==> config.mk <==
export PLATFORM = sky130hd
export DESIGN_NAME = dpram_rr_ctrl
export DESIGN_NICKNAME = d
export VERILOG_FILES = /design/src/rtl/rr_arbiter.sv /design/src/rtl/dpram_rr_ctrl.sv
export SDC_FILE = /design/constraint.sdc
export NUM_CORES = 1
export LEC_CHECK = 0
export ABC_CLOCK_PERIOD_IN_PS = 5000
export BUFFER_PORTS_ARGS = -buffer_cell sky130_fd_sc_hd__buf_2
export CORE_AREA = 2 2 112 114
export CTS_BUF_LIST = sky130_fd_sc_hd__clkbuf_16
export DETAILED_ROUTE_END_ITERATION = 10
export DIE_AREA = 0 0 114 116
export GPL_ROUTABILITY_DRIVEN = 1
export GPL_TIMING_DRIVEN = 0
export PLACE_DENSITY = 0.55
export SLEW_MARGIN = 20
export SYNTH_ARGS = -nofsm -noshare
export SYNTH_HDL_FRONTEND = slang
export SYNTH_SLANG_ARGS = --single-unit
==> constraint.sdc <==
create_clock -name clk -period 5 [get_ports clk]
set_input_delay 0.5 -clock clk [delete_from_list [all_inputs] [get_ports clk]]
set_output_delay 0.5 -clock clk [all_outputs]
set_load 0.01 [all_outputs]
==> src/rtl/rr_arbiter.sv <==
// rr_arbiter: one-hot round-robin grant searching upward from ptr, plus the pointer that follows the winner
module rr_arbiter #(
  parameter int N  = 4,
  parameter int PW = N > 1 ? $clog2(N) : 1
) (
  input  logic [N-1:0]  req,
  input  logic [PW-1:0] ptr,
  output logic [N-1:0]  gnt,
  output logic [PW-1:0] nxt
);
  logic [PW-1:0] idx;
  always_comb begin
    gnt = '0;
    nxt = ptr;
    idx = '0;
    for (int i = N - 1; i >= 0; i--) begin
      idx = PW'((int'(ptr) + i) % N);
      if (req[idx]) begin
        gnt = '0;
        gnt[idx] = 1'b1;
        nxt = PW'((int'(ptr) + i + 1) % N);
      end
    end
  end
endmodule

==> src/rtl/dpram_rr_ctrl.sv <==
// dpram_rr_ctrl: round-robin write/read arbitration, read response routing and clear engine for a shared dpram
module dpram_rr_ctrl #(
  parameter int NREQ  = 4,
  parameter int MEMD  = 16,
  parameter int DATAW = 32,
  parameter int AW    = $clog2(MEMD)
) (
  input  logic                  clk,
  input  logic                  rst_n,
  input  logic                  clr_req,
  output logic                  clr_busy,
  input  logic [NREQ-1:0]       wr_vld,
  input  logic [NREQ*AW-1:0]    wr_addr,
  input  logic [NREQ*DATAW-1:0] wr_data,
  output logic [NREQ-1:0]       wr_gnt,
  input  logic [NREQ-1:0]       rd_vld,
  input  logic [NREQ*AW-1:0]    rd_addr,
  output logic [NREQ-1:0]       rd_gnt,
  output logic [NREQ-1:0]       rsp_vld,
  output logic [DATAW-1:0]      rsp_data,
  output logic                  mem_wenb,
  output logic [AW-1:0]         mem_waddr,
  output logic [DATAW-1:0]      mem_wdata,
  output logic [AW-1:0]         mem_raddr,
  input  logic [DATAW-1:0]      mem_rdata
);
  localparam int PW = NREQ > 1 ? $clog2(NREQ) : 1;
  typedef enum logic {IDLE, CLEAR} state_t;
  state_t state, state_nxt;
  logic arb_en, clr_last;
  logic [PW-1:0] wptr, rptr, wptr_nxt, rptr_nxt;
  logic [AW-1:0] clr_cnt, raddr_q, wa_mux, ra_mux;
  logic [DATAW-1:0] wd_mux;
  // a clear request in IDLE wins over every request pending that cycle
  assign arb_en = state == IDLE && !clr_req;
  rr_arbiter #(.N(NREQ), .PW(PW)) u_warb (
    .req(wr_vld & {NREQ{arb_en}}), .ptr(wptr), .gnt(wr_gnt), .nxt(wptr_nxt)
  );
  rr_arbiter #(.N(NREQ), .PW(PW)) u_rarb (
    .req(rd_vld & {NREQ{arb_en}}), .ptr(rptr), .gnt(rd_gnt), .nxt(rptr_nxt)
  );
  always_comb begin
    wa_mux = '0;
    wd_mux = '0;
    ra_mux = '0;
    for (int i = 0; i < NREQ; i++) begin
      wa_mux |= wr_addr[i*AW +: AW] & {AW{wr_gnt[i]}};
      wd_mux |= wr_data[i*DATAW +: DATAW] & {DATAW{wr_gnt[i]}};
      ra_mux |= rd_addr[i*AW +: AW] & {AW{rd_gnt[i]}};
    end
  end
  assign clr_last = clr_cnt == AW'(MEMD - 1);
  always_comb begin
    state_nxt = state;
    state_nxt = state == IDLE ? (clr_req ? CLEAR : IDLE) : (clr_last ? IDLE : CLEAR);
  end
  assign clr_busy  = state == CLEAR;
  assign mem_wenb  = clr_busy | (|wr_gnt);
  assign mem_waddr = clr_busy ? clr_cnt : wa_mux;
  assign mem_wdata = clr_busy ? '0 : wd_mux;
  assign mem_raddr = |rd_gnt ? ra_mux : raddr_q;
  assign rsp_data  = mem_rdata;
  always_ff @(posedge clk or negedge rst_n)
    if (!rst_n) state <= IDLE;
    else state <= state_nxt;
  always_ff @(posedge clk or negedge rst_n)
    if (!rst_n) begin
      wptr    <= '0;
      rptr    <= '0;
      raddr_q <= '0;
      rsp_vld <= '0;
      clr_cnt <= '0;
    end else begin
      wptr    <= wptr_nxt;
      rptr    <= rptr_nxt;
      raddr_q <= mem_raddr;
      rsp_vld <= rd_gnt;
      clr_cnt <= clr_busy ? (clr_last ? '0 : clr_cnt + 1'b1) : clr_cnt;
    end
endmodule

* After elaboration in Yosys (flattened, before gate mapping)
Cells that the tools add are included.
Cells by class: bitwise logic cells 25, add/sub/neg operators 13, reduce and logical (&&, ||, !) cells 14, mux-type cells 55, order comparisons 16, equal/unequal tests 1
Operators with widths (count):
- AND 32 bit | 4
- OR 32 bit | 3
- two-way mux 4 bit | 11
- AND 4 bit | 10
- two-way mux 32 bit | 1
- < comparator 2 x 3 -> 1 bit (second input constant) | 8
- OR 4 bit | 6
- two-way mux 1 bit | 19
- adder 2 bit (second input constant) | 9
- binary-select mux 1 bit (select 2 bit) | 8
- demux 1 bit (select 2 bit) | 8
- greater-or-equal comparator 2 x 1 -> 1 bit (second input constant) | 8
- two-way mux 2 bit | 8
- logical AND 1 bit | 9
- nonzero test 4 bit | 2
- OR reduction 4 bit | 2
- adder 2 x 1 -> 2 bit (second input constant) | 3
- adder 4 x 1 -> 4 bit (second input constant) | 1
- equality test 4 bit (second input constant) | 1
- logical NOT 1 bit | 1
- inverter 1 bit | 1
- OR 1 bit | 1
Word-level totals: register bits 17, input port bits 203, output and inout port bits 86

* Logic depth before layout (Yosys ltp)
Gate-level depths: netlist (run 1).
depth in word-level cells 14, mapped depth 12, gate-level depth less buffers 9

* Modules after synthesis
From an unflattened synthesis (run 1), not the netlist that was laid out.
Unflattened totals: cell total of the unflattened synthesis 309, area, all modules 2607.5 µm²
By module, submodules not included:
- dpram_rr_ctrl | instances 1, sequential area each 425.4 µm², area each 1824.2 µm², cells an instance 224
- rr_arbiter (u_warb) | instances 1, sequential area each 0.0 µm², area each 394.1 µm², cells an instance 43
- rr_arbiter (u_rarb) | instances 1, sequential area each 0.0 µm², area each 389.1 µm², cells an instance 42

* Least setup slack after synthesis (run 1)
OpenSTA, ideal clock, no wires.
path kind reg2out, start reg rptr[0], end out mem_raddr[0], path slack 1.457 ns, stages on the path, launching flop included 11, buffers on the path 1, arrival 3.043 ns, cell sequence dfrtp_1 -> buf_6 -> inv_1 -> ha_1 -> nor3_1 -> a22oi_4 -> and4_4 -> a2111oi_4 -> a21oi_2 -> nor4_4 -> mux2_2
On the way: elaborated cells between the ends (all ways) 44
RTL lines:
- start: declaration | line dpram_rr_ctrl.sv:31 | logic [PW-1:0] wptr, rptr, wptr_nxt, rptr_nxt;
- start signal: assignment | line dpram_rr_ctrl.sv:75 | rptr <= rptr_nxt;
- adder 2 bit | line rr_arbiter.sv:17 | idx = PW'((int'(ptr) + i) % N);
- < comparator 2 x 3 -> 1 bit (not written as such) / greater-or-equal comparator 2 x 1 -> 1 bit (equally long branches) | line rr_arbiter.sv:20 | gnt[idx] = 1'b1;
- logical AND 1 bit (not written as such) | line rr_arbiter.sv:20
- two-way mux 1 bit (not written as such) | line rr_arbiter.sv:20
- demux 1 bit (select 2 bit)
- two-way mux 4 bit (3 in a row) | line rr_arbiter.sv:18 | if (req[idx]) begin
- two-way mux 4 bit (*) | line rr_arbiter.sv:18
- via rd_gnt[2] | line dpram_rr_ctrl.sv:18 | output logic [NREQ-1:0] rd_gnt,
- AND 4 bit | line dpram_rr_ctrl.sv:49 | ra_mux |= rd_addr[i*AW +: AW] & {AW{rd_gnt[i]}};
- OR 4 bit (2 in a row) | line dpram_rr_ctrl.sv:49
- two-way mux 4 bit (*) | line dpram_rr_ctrl.sv:61 | assign mem_raddr = |rd_gnt ? ra_mux : raddr_q;
- end: declaration | line dpram_rr_ctrl.sv:24 | output logic [AW-1:0] mem_raddr,
Mark *: on every way through the listed nets, which the timed path passes. The rest lies on a longest branch. The select of a mux whose other input is x is not followed.

* Worst setup path in the final report (run 1)
start reg wptr[0], end out mem_waddr[2]
On the way: cells in the longest elaborated chain, start to end 14, elaborated cells between the ends (all ways) 43
RTL lines:
- start: declaration | line dpram_rr_ctrl.sv:31
- start signal: assignment | line dpram_rr_ctrl.sv:74 | wptr <= wptr_nxt;
- adder 2 bit | line rr_arbiter.sv:17
- < comparator 2 x 3 -> 1 bit (not written as such) / greater-or-equal comparator 2 x 1 -> 1 bit (equally long branches) | line rr_arbiter.sv:20
- logical AND 1 bit (not written as such) | line rr_arbiter.sv:20
- two-way mux 1 bit (not written as such) | line rr_arbiter.sv:20
- demux 1 bit (select 2 bit)
- two-way mux 4 bit (3 in a row) | line rr_arbiter.sv:18
- two-way mux 4 bit (*) | line rr_arbiter.sv:18
- AND 4 bit | line dpram_rr_ctrl.sv:47 | wa_mux |= wr_addr[i*AW +: AW] & {AW{wr_gnt[i]}};
- OR 4 bit (2 in a row) | line dpram_rr_ctrl.sv:47
- OR 4 bit (*) | line dpram_rr_ctrl.sv:47
- two-way mux 4 bit (*) | line dpram_rr_ctrl.sv:59 | assign mem_waddr = clr_busy ? clr_cnt : wa_mux;
- end: declaration | line dpram_rr_ctrl.sv:22 | output logic [AW-1:0] mem_waddr,
Mark *: on every way between the ends. The rest lies on a longest branch, timed or not. The select of a mux whose other input is x is not followed.

==> metrics.txt, run 1 <==
Inst Count DP 746; Avg WL per Cell around 17 um; I/O pins 289; Combinational Power Share between 70% and 80%; period utilization between 80% and 90%; post-placement worst setup slack 799.4 ps; Worst Hold Class in -> async; maximum buffer depth of the clock tree 2; gpl congestion 0.8583; Worst Path Required ~4500 ps; IO buf count 253; max-cap violations 0; clock skew approximately 5.3 ps; area share of the largest cell type after synthesis 18.04%; P per Cell Area 418.0 nW/um2; Synth warnings 0; crit end category primary output; synthesized instance count ~350; Critical Path AT around 3900 ps; RSZ-0062 raised after global routing no; final hold vios 0; die height about 120 um; f_max 225.5 MHz; Crit Path Class reg -> out; Clk pwr share approximately 8.5%; Startpoint Class register; sequential power share 14.7%; CTS resizes 0; Pre-Repair DR Iteration Count 4; Num CTS Buffers 3; via/cell ratio slightly below 5; Sw Ratio ~49%; first-pass GRT wire length 18.44 mm; Die ar. 13220 um2; leak pwr between 2 and 2.5 nW; Finished Layout Cells ~750; via count 3700; clock root buffer clkbuf_16; Clk Latency, worst-skew pair 250 ps; H-Tree Level Count 1; # DRC 0; total power around 1.8 mW; drt total wl around 13 mm; DIE WIDTH ~110 um; max-slew violations 0; Yosys top cell by area a22oi_1; register bit total from synthesis 17; FFs w/ async S/R, synth 100.0%; clk sinks 17; R2R depth 10; critical-path maximum fanout 10; Area growth syn-to-layout 53.33%; grt ovf 0; Rel. slew slack 61.90%; GRT Util Overall roughly 18%; Yosys cell types between 50 and 60; sequential element share of the synthesized area between 10 and 15%; final antenna-violating net count 0; status finished clean; Syn Nets ~570; CTS hold repair buffers 0; measured slew at the worst slew-check pin around 570 ps; post-DP HPWL around 11 mm; Psw 909.5 uW; Final TNS setup 0 ps; synth top area cells a22oi_1 18%, dfrtp_1 15%, buf_4 8.6%, ha_1 7.4%, nand2_1 6.1%; Post-synth top cells 69 x a22oi_1, 47 x nand2_1, 33 x buf_4; final number of setup-violating endpoints 0; starting density of the core 24.11%; Synth Flop Type dfrtp_1; Core Box Area 11910 um2; initial antenna violation count 1; Final Worst Setup Slack about 570 ps; Mapped Area about 2900 um2; CTS tree built; fin crit period about 4400 ps; worst vdd ir roughly 0.20 mV; vias in the first global route 3466; Internal Pwr Total roughly 930 uW; most frequent cell after synthesis a22oi_1; layout cells sized above 1 between 50 and 60%; initial DRC count about 200; Avg Cell Area, Syn slightly above 8 um2; pin count of the biggest net entering global routing 18; post-CTS setup buffer count 0; EDFF count, synth 0; Clock transition at path regs roughly 50 ps; Rows 40; Final #Nets 824; R2R Setup Slk 1510 ps
==> critical path, stage by stage, from the launching register on <==
cell and delay (ps):
dfrtp_1 410, clkbuf_1 340, inv_1 190, ha_1 390, or3b_2 490, o22ai_2 220, buf_4 220, nor3_1 70
o41ai_2 400, buf_2 320, buf_2 270, nand2_1 130, nand3_1 110, buf_2 140
==> cell usage in the layout, fill, tap and decap left out, types with 3 or more instances in the layout <==
cell type,instances
a221o_2,3
buf_6,5
nor2_1,8
o41ai_2,4
mux2_2,11
nor3b_1,4
xnor2_1,6
inv_1,14
o21ai_0,16
mux2i_1,4
dfrtp_1,17
nor3_1,10
a22oi_1,69
buf_4,33
nand2_1,47
a2bb2oi_1,3
buf_2,270
nor2b_1,6
clkbuf_16,3
a21oi_1,5
a211oi_1,5
ha_1,17
==> power groups by stage <==
stage / Sequential, mW / Clock (mW) / Combinational, mW
final: 0.271 / 0.156 / 1.41
after global routing: 0.282 / 0.168 / 1.56
after CTS: 0.271 / 0.162 / 1.42
after detailed placement: 0.271 / 0 / 1.42
after global placement: 0.268 / 0 / 1.41
after floorplan: 0.251 / 0 / 0.928
==> sequential cells by signal, summed over array words and instances, names as in the netlist <==
| signal | cells |
|---|---|
| clr_cnt | 4 |
| raddr_q | 4 |
| rsp_vld | 4 |
| rptr | 2 |
| wptr | 2 |
| clr_busy | 1 |
==> path summary, 6_finish.rpt <==
kind,startpoint,to
setup / recovery,wptr[0],mem_waddr[2]
hold / removal,rst_n,rsp_vld[2]
setup reg to reg,rptr[0],raddr_q[0]
hold reg to reg,raddr_q[1],raddr_q[1]
max in group asynchronous,rst_n,clr_cnt[2]
min in group clk,raddr_q[1],raddr_q[1]
==> metrics by stage <==
stage	util (%)	instance area [um2]	hold WS, ps
after detailed placement	36.28	4322	452.7
final	36.96	4403	178.6
after global placement	36.28	4322	452.5
after global routing	36.96	4403	213.0
after CTS	36.94	4400	189.7
after floorplan	-	2872	204.4
==> per-layer routing <==
layer  vias to the layer above  GRT usage [%]  wire (um)
met4                         0          2.033         98
met5                         -              0          0
met3                        10          2.615        856
li1                       1792              -          -
met2                       179          31.23       6661
met1                      1719          23.13       5345
==> cells by family (layout without fill, tap and decap cells) <==
kind of cell | after synthesis | in the layout | share of synthesized area, %
AO/OA/AOI/OAI | 126 | 126 | 35.90
XOR/XNOR | 6 | 6 | 1.830
adder cells (fa/ha/maj) | 17 | 17 | 7.407
buffers and inverters | 72 | 329 | 16.21
flip-flops | 17 | 17 | 14.81
multiplexers | 18 | 18 | 8.322
other | 0 | 1 | 0
AND/OR/NAND/NOR | 90 | 90 | 15.51
==> layout make-up <==
cell class	count	area [um2]
repair buffers	253	1266
inverters	13	48.80
diodes	1	2.502
clock inverters	1	3.754
clock buffers	3	75.07
fillers	1250	7508
plain buffers	59	416.7
flip-flops and latches	17	425.4
multi-input cells	257	1981
well taps	147	183.9
(Power assumes the default switching activity.)
==> inputs of run 2 (changes only) <==
Settings changed: GPL_TIMING_DRIVEN 0 to not set, REMOVE_ABC_BUFFERS set to 1.
==> metrics.txt, run 2 (same netlist as run 1, synthesis figures left out) <==
status finished clean; Area growth syn-to-layout 36.73%; Crit path max-delay family simple AND/OR/NAND/NOR gates; met2 Use GR 22.70%; CTS resizes 0; Avg WL per Cell ~18 um; Critical Path AT 3900 ps; max-cap violations 0; DIE WIDTH 114 um; crit end category primary output; starting density of the core about a quarter; I/O pins 289; drt total wl about 12 mm; Die ar. ~13000 um2; final core utilization between 30% and 40%; clk sinks 17; RSZ-0062 raised after global routing no; final antenna-violating net count 0; via/cell ratio approximately 5.3; CTS tree built; period utilization a little under 90%; Num CTS Buffers 3; met3 Track Usage GR under 10%; Worst Hold Class in -> async; gpl congestion 0.8682; Rows 40; Final #Nets 741; layout cells sized above 1 about half; H-Tree Level Count 1; IO buf count between 200 and 250; Worst Path Required roughly 4500 ps; Clk Latency, worst-skew pair 250 ps; worst vdd ir between 0.15 and 0.2 mV; Final TNS setup 0 ps; initial antenna violation count 4; largest registers clr_cnt (4), raddr_q (4), rsp_vld (4); grt ovf 0; GRT met1 Usage 23.53%; via count 3515; Clock transition at path regs 50 ps; critical-path maximum fanout 17; final number of setup-violating endpoints 0; fin area about 3900 um2; commonest non-fill, non-tap cell in the layout buf_2; maximum buffer depth of the clock tree 2; f_max approximately 230 MHz; Crit Path Class reg -> out; die height 116 um; pin count of the biggest net entering global routing 39; fin crit period roughly 4400 ps; CP bufs+invs 2; Pre-Repair DR Iteration Count 5; CP Cell Sequence inv_1 > ha_1 > nor3_1 > a22oi_4 > and4_4 > a2111oi_4 > a21oi_2 > nor4_4 > mux2_2 > buf_2; post-CTS setup buffer count 0; most frequent cells in the layout 224 x buf_2, 69 x a22oi_1, 47 x nand2_1; measured slew at the worst slew-check pin between 600 and 700 ps; P per Cell Area ~440 nW/um2; post-DP HPWL slightly below 10 mm; CTS hold repair buffers 0; placed cell area between 3000 and 4000 um2; initial DRC count about 290; clock root buffer clkbuf_16; Core Box Area 11910 um2; clock skew between 3 and 4 ps; Startpoint Class register; critical path's largest stage delay 700 ps; final hold vios 0; first-pass GRT wire length ~17 mm; vias in the first global route roughly 3100; max-slew violations 0; gr busiest metal met1; Rel. slew slack about three fifths; GRT Util Overall about 17%; # DRC 0; leak pwr 2.110 nW; FILL cells about 1300; slowest CP cell dfrtp_1
[run 2: final timing paths]
path | endpoint | slack, ps | start | cells past startpoint
hold reg to reg | raddr_q[0] | 490 | raddr_q[0] | 1
setup / recovery | mem_raddr[3] | 600 | rptr[0] | 10
min in group clk | raddr_q[0] | 490 | raddr_q[0] | 1
max in group asynchronous | raddr_q[1] | 4510 | rst_n | 1
hold / removal | rptr[0] | 190 | rst_n | 1
setup reg to reg | raddr_q[3] | 1370 | rptr[0] | 9
[run 2: area by class of cell]
cell class / instances / area (um2) / share of cell area (%)
inverters: 13 / 48.80 / 1.243
well taps: 147 / 183.9 / 4.684
multi-input cells: 257 / 2026 / 51.59
diodes: 2 / 5.005 / 0.1275
clock buffers: 3 / 75.07 / 1.912
clock inverters: 1 / 3.754 / 0.09560
flip-flops and latches: 17 / 425.4 / 10.83
repair buffers: 229 / 1159 / 29.51
[run 2: per-layer routing]
metal	wire length, um	part of all wire [%]	vias up
met4	76	0.62	6
met3	1428	12	10
met5	40	0.32	-
met2	5486	45	180
li1	-	-	1631
met1	5288	43	1688
[run 2: report_power, final]
| part | total, mW | internal, mW | switching, mW | leakage [nW] |
|---|---|---|---|---|
| Combinational | 1.29 | 0.580 | 0.707 | 1.85 |
| Clock | 0.160 | 0.106 | 0.0536 | 0.0423 |
| Sequential | 0.293 | 0.194 | 0.0990 | 0.216 |
[run 2: stage by stage]
step	setup WS [ps]	power, mW	std cells	hold WS, ps
finish	600.7	1.740	669	187.2
global route	367.3	1.895	667	224.4
CTS	579.6	1.751	667	203.2
detailed placement	868.1	1.582	663	472.0
global placement	1022	1.564	663	460.6
floorplan	66.72	1.102	287	204.4
==> inputs of run 3 (changes only) <==
Settings changed: PLACE_DENSITY 0.55 to 0.6.
==> metrics.txt, run 3 (same netlist as run 1, synthesis figures left out) <==
slowest CP cell o41ai_4; Worst Hold Class in -> async; Clk Latency, worst-skew pair 250 ps; critical-path maximum fanout 30; die height around 120 um; CTS hold repair buffers 0; critical path's largest stage delay around 600 ps; post-DP HPWL roughly 10 mm; I/O pins between 200 and 300; Rows 40; Die ar. around 13000 um2; max-cap violations 0; final core utilization 32.93%; Worst Path Required about 4500 ps; CTS resizes 0; max-slew violations 0; pin count of the biggest net entering global routing 39; Critical Path AT a little under 4000 ps; GRT Util Overall about 17%; WHS ~190 ps; Crit Path Class reg -> out; Seq. cell area 425.4 um2; starting density of the core between 20 and 25%; P per Cell Area ~450 nW/um2; CP Cell Sequence inv_1 > ha_1 > or3b_2 > o22ai_2 > nor3_1 > o41ai_4 > buf_4 > a22oi_1 > nand2_1 > buf_2; post-CTS setup buffer count 0; Area growth syn-to-layout 36.60%; status finished clean; most frequent cells in the layout 224 x buf_2, 69 x a22oi_1, 47 x nand2_1; Worst path depth 10; via count 3458; clk sinks 17; Pre-Repair DR Iteration Count 5; final number of setup-violating endpoints 0; drt total wl roughly 12 mm; leak pwr between 2 and 2.5 nW; Clock transition at path regs 60 ps; CP bufs+invs 3; final antenna-violating net count 0; # DRC 0; Num CTS Buffers 3; layout cells sized above 1 ~51%; grt ovf 0; Startpoint Class register; crit end category primary output; Crit path max-delay family compound AO/OA/AOI/OAI gates; Rel. slew slack 59.16%; final hold vios 0; H-Tree Level Count 1; f_max around 230 MHz; Final #Nets between 700 and 800; diode count 0; clock root buffer clkbuf_16; fin crit period 4370 ps; worst vdd ir ~0.2 mV; clock skew ~3.0 ps; DIE WIDTH about 110 um; Core Box Area ~12000 um2; IO buf count 224; gpl congestion approximately 0.84; Avg WL per Cell around 18 um; commonest non-fill, non-tap cell in the layout buf_2; Final TNS setup 0 ps; initial antenna violation count 0; R2R depth 9; FILL cells 1266; first-pass GRT wire length around 18 mm; vias in the first global route ~3200; initial DRC count around 310; largest registers clr_cnt (4), raddr_q (4), rsp_vld (4); CTS tree built; period utilization 87.40%; RSZ-0062 raised after global routing no; via/cell ratio ~5.2; Multi-input gate area just over 2000 um2; maximum buffer depth of the clock tree 2; measured slew at the worst slew-check pin 612.6 ps
[run 3: cell count changes in the layout (fill, tap and decap cells not counted)]
cell      change
clkinv_2      +1
diode_2       -2
inv_1         -1
[run 3: report_power, final]
group          switching, mW  internal (mW)  total (mW)  leakage, nW
clock network         0.0564          0.107       0.164       0.0409
logic                  0.714          0.579        1.29         1.85
registers              0.101          0.194       0.295        0.216
[run 3: per-layer routing]
layer  up-vias  share of wire [%]  GRT usage, %
met4         0               0.93         2.602
met5         -                  0         1.481
li1       1627                  -             -
met1      1631                 43         24.82
met2       192                 44         23.17
met3         8                 12         7.218
[run 3: final cells by class]
class                      count  area share [%]
clock buffer                   3           1.914
clock inverter                 1          0.1276
inverter                      13           1.244
multi-input combinational    257           51.64
sequential                    17           10.85
tap                          147           4.689
timing repair buffer         229           29.54
[run 3: final timing paths]
| kind | start | to | slack (ps) |
|---|---|---|---|
| hold / removal | rst_n | rsp_vld[3] | 190 |
| hold reg to reg | raddr_q[2] | raddr_q[2] | 510 |
| max in group asynchronous | rst_n | wptr[1] | 4500 |
| setup reg to reg | rptr[0] | raddr_q[2] | 1420 |
| setup / recovery | wptr[0] | mem_wdata[15] | 630 |
| min in group clk | raddr_q[2] | raddr_q[2] | 510 |
[run 3: metrics by stage]
| stage | worst slack (ps) | total power, mW | instance area, um2 | cells |
|---|---|---|---|---|
| global placement | 999.2 | 1.569 | 3842 | 663 |
| detailed placement | 931.0 | 1.587 | 3842 | 663 |
| floorplan | 66.72 | 1.102 | 2455 | 287 |
| global route | 360.9 | 1.910 | 3923 | 667 |
| finish | 630.1 | 1.751 | 3923 | 667 |
| CTS | 647.1 | 1.758 | 3923 | 667 |
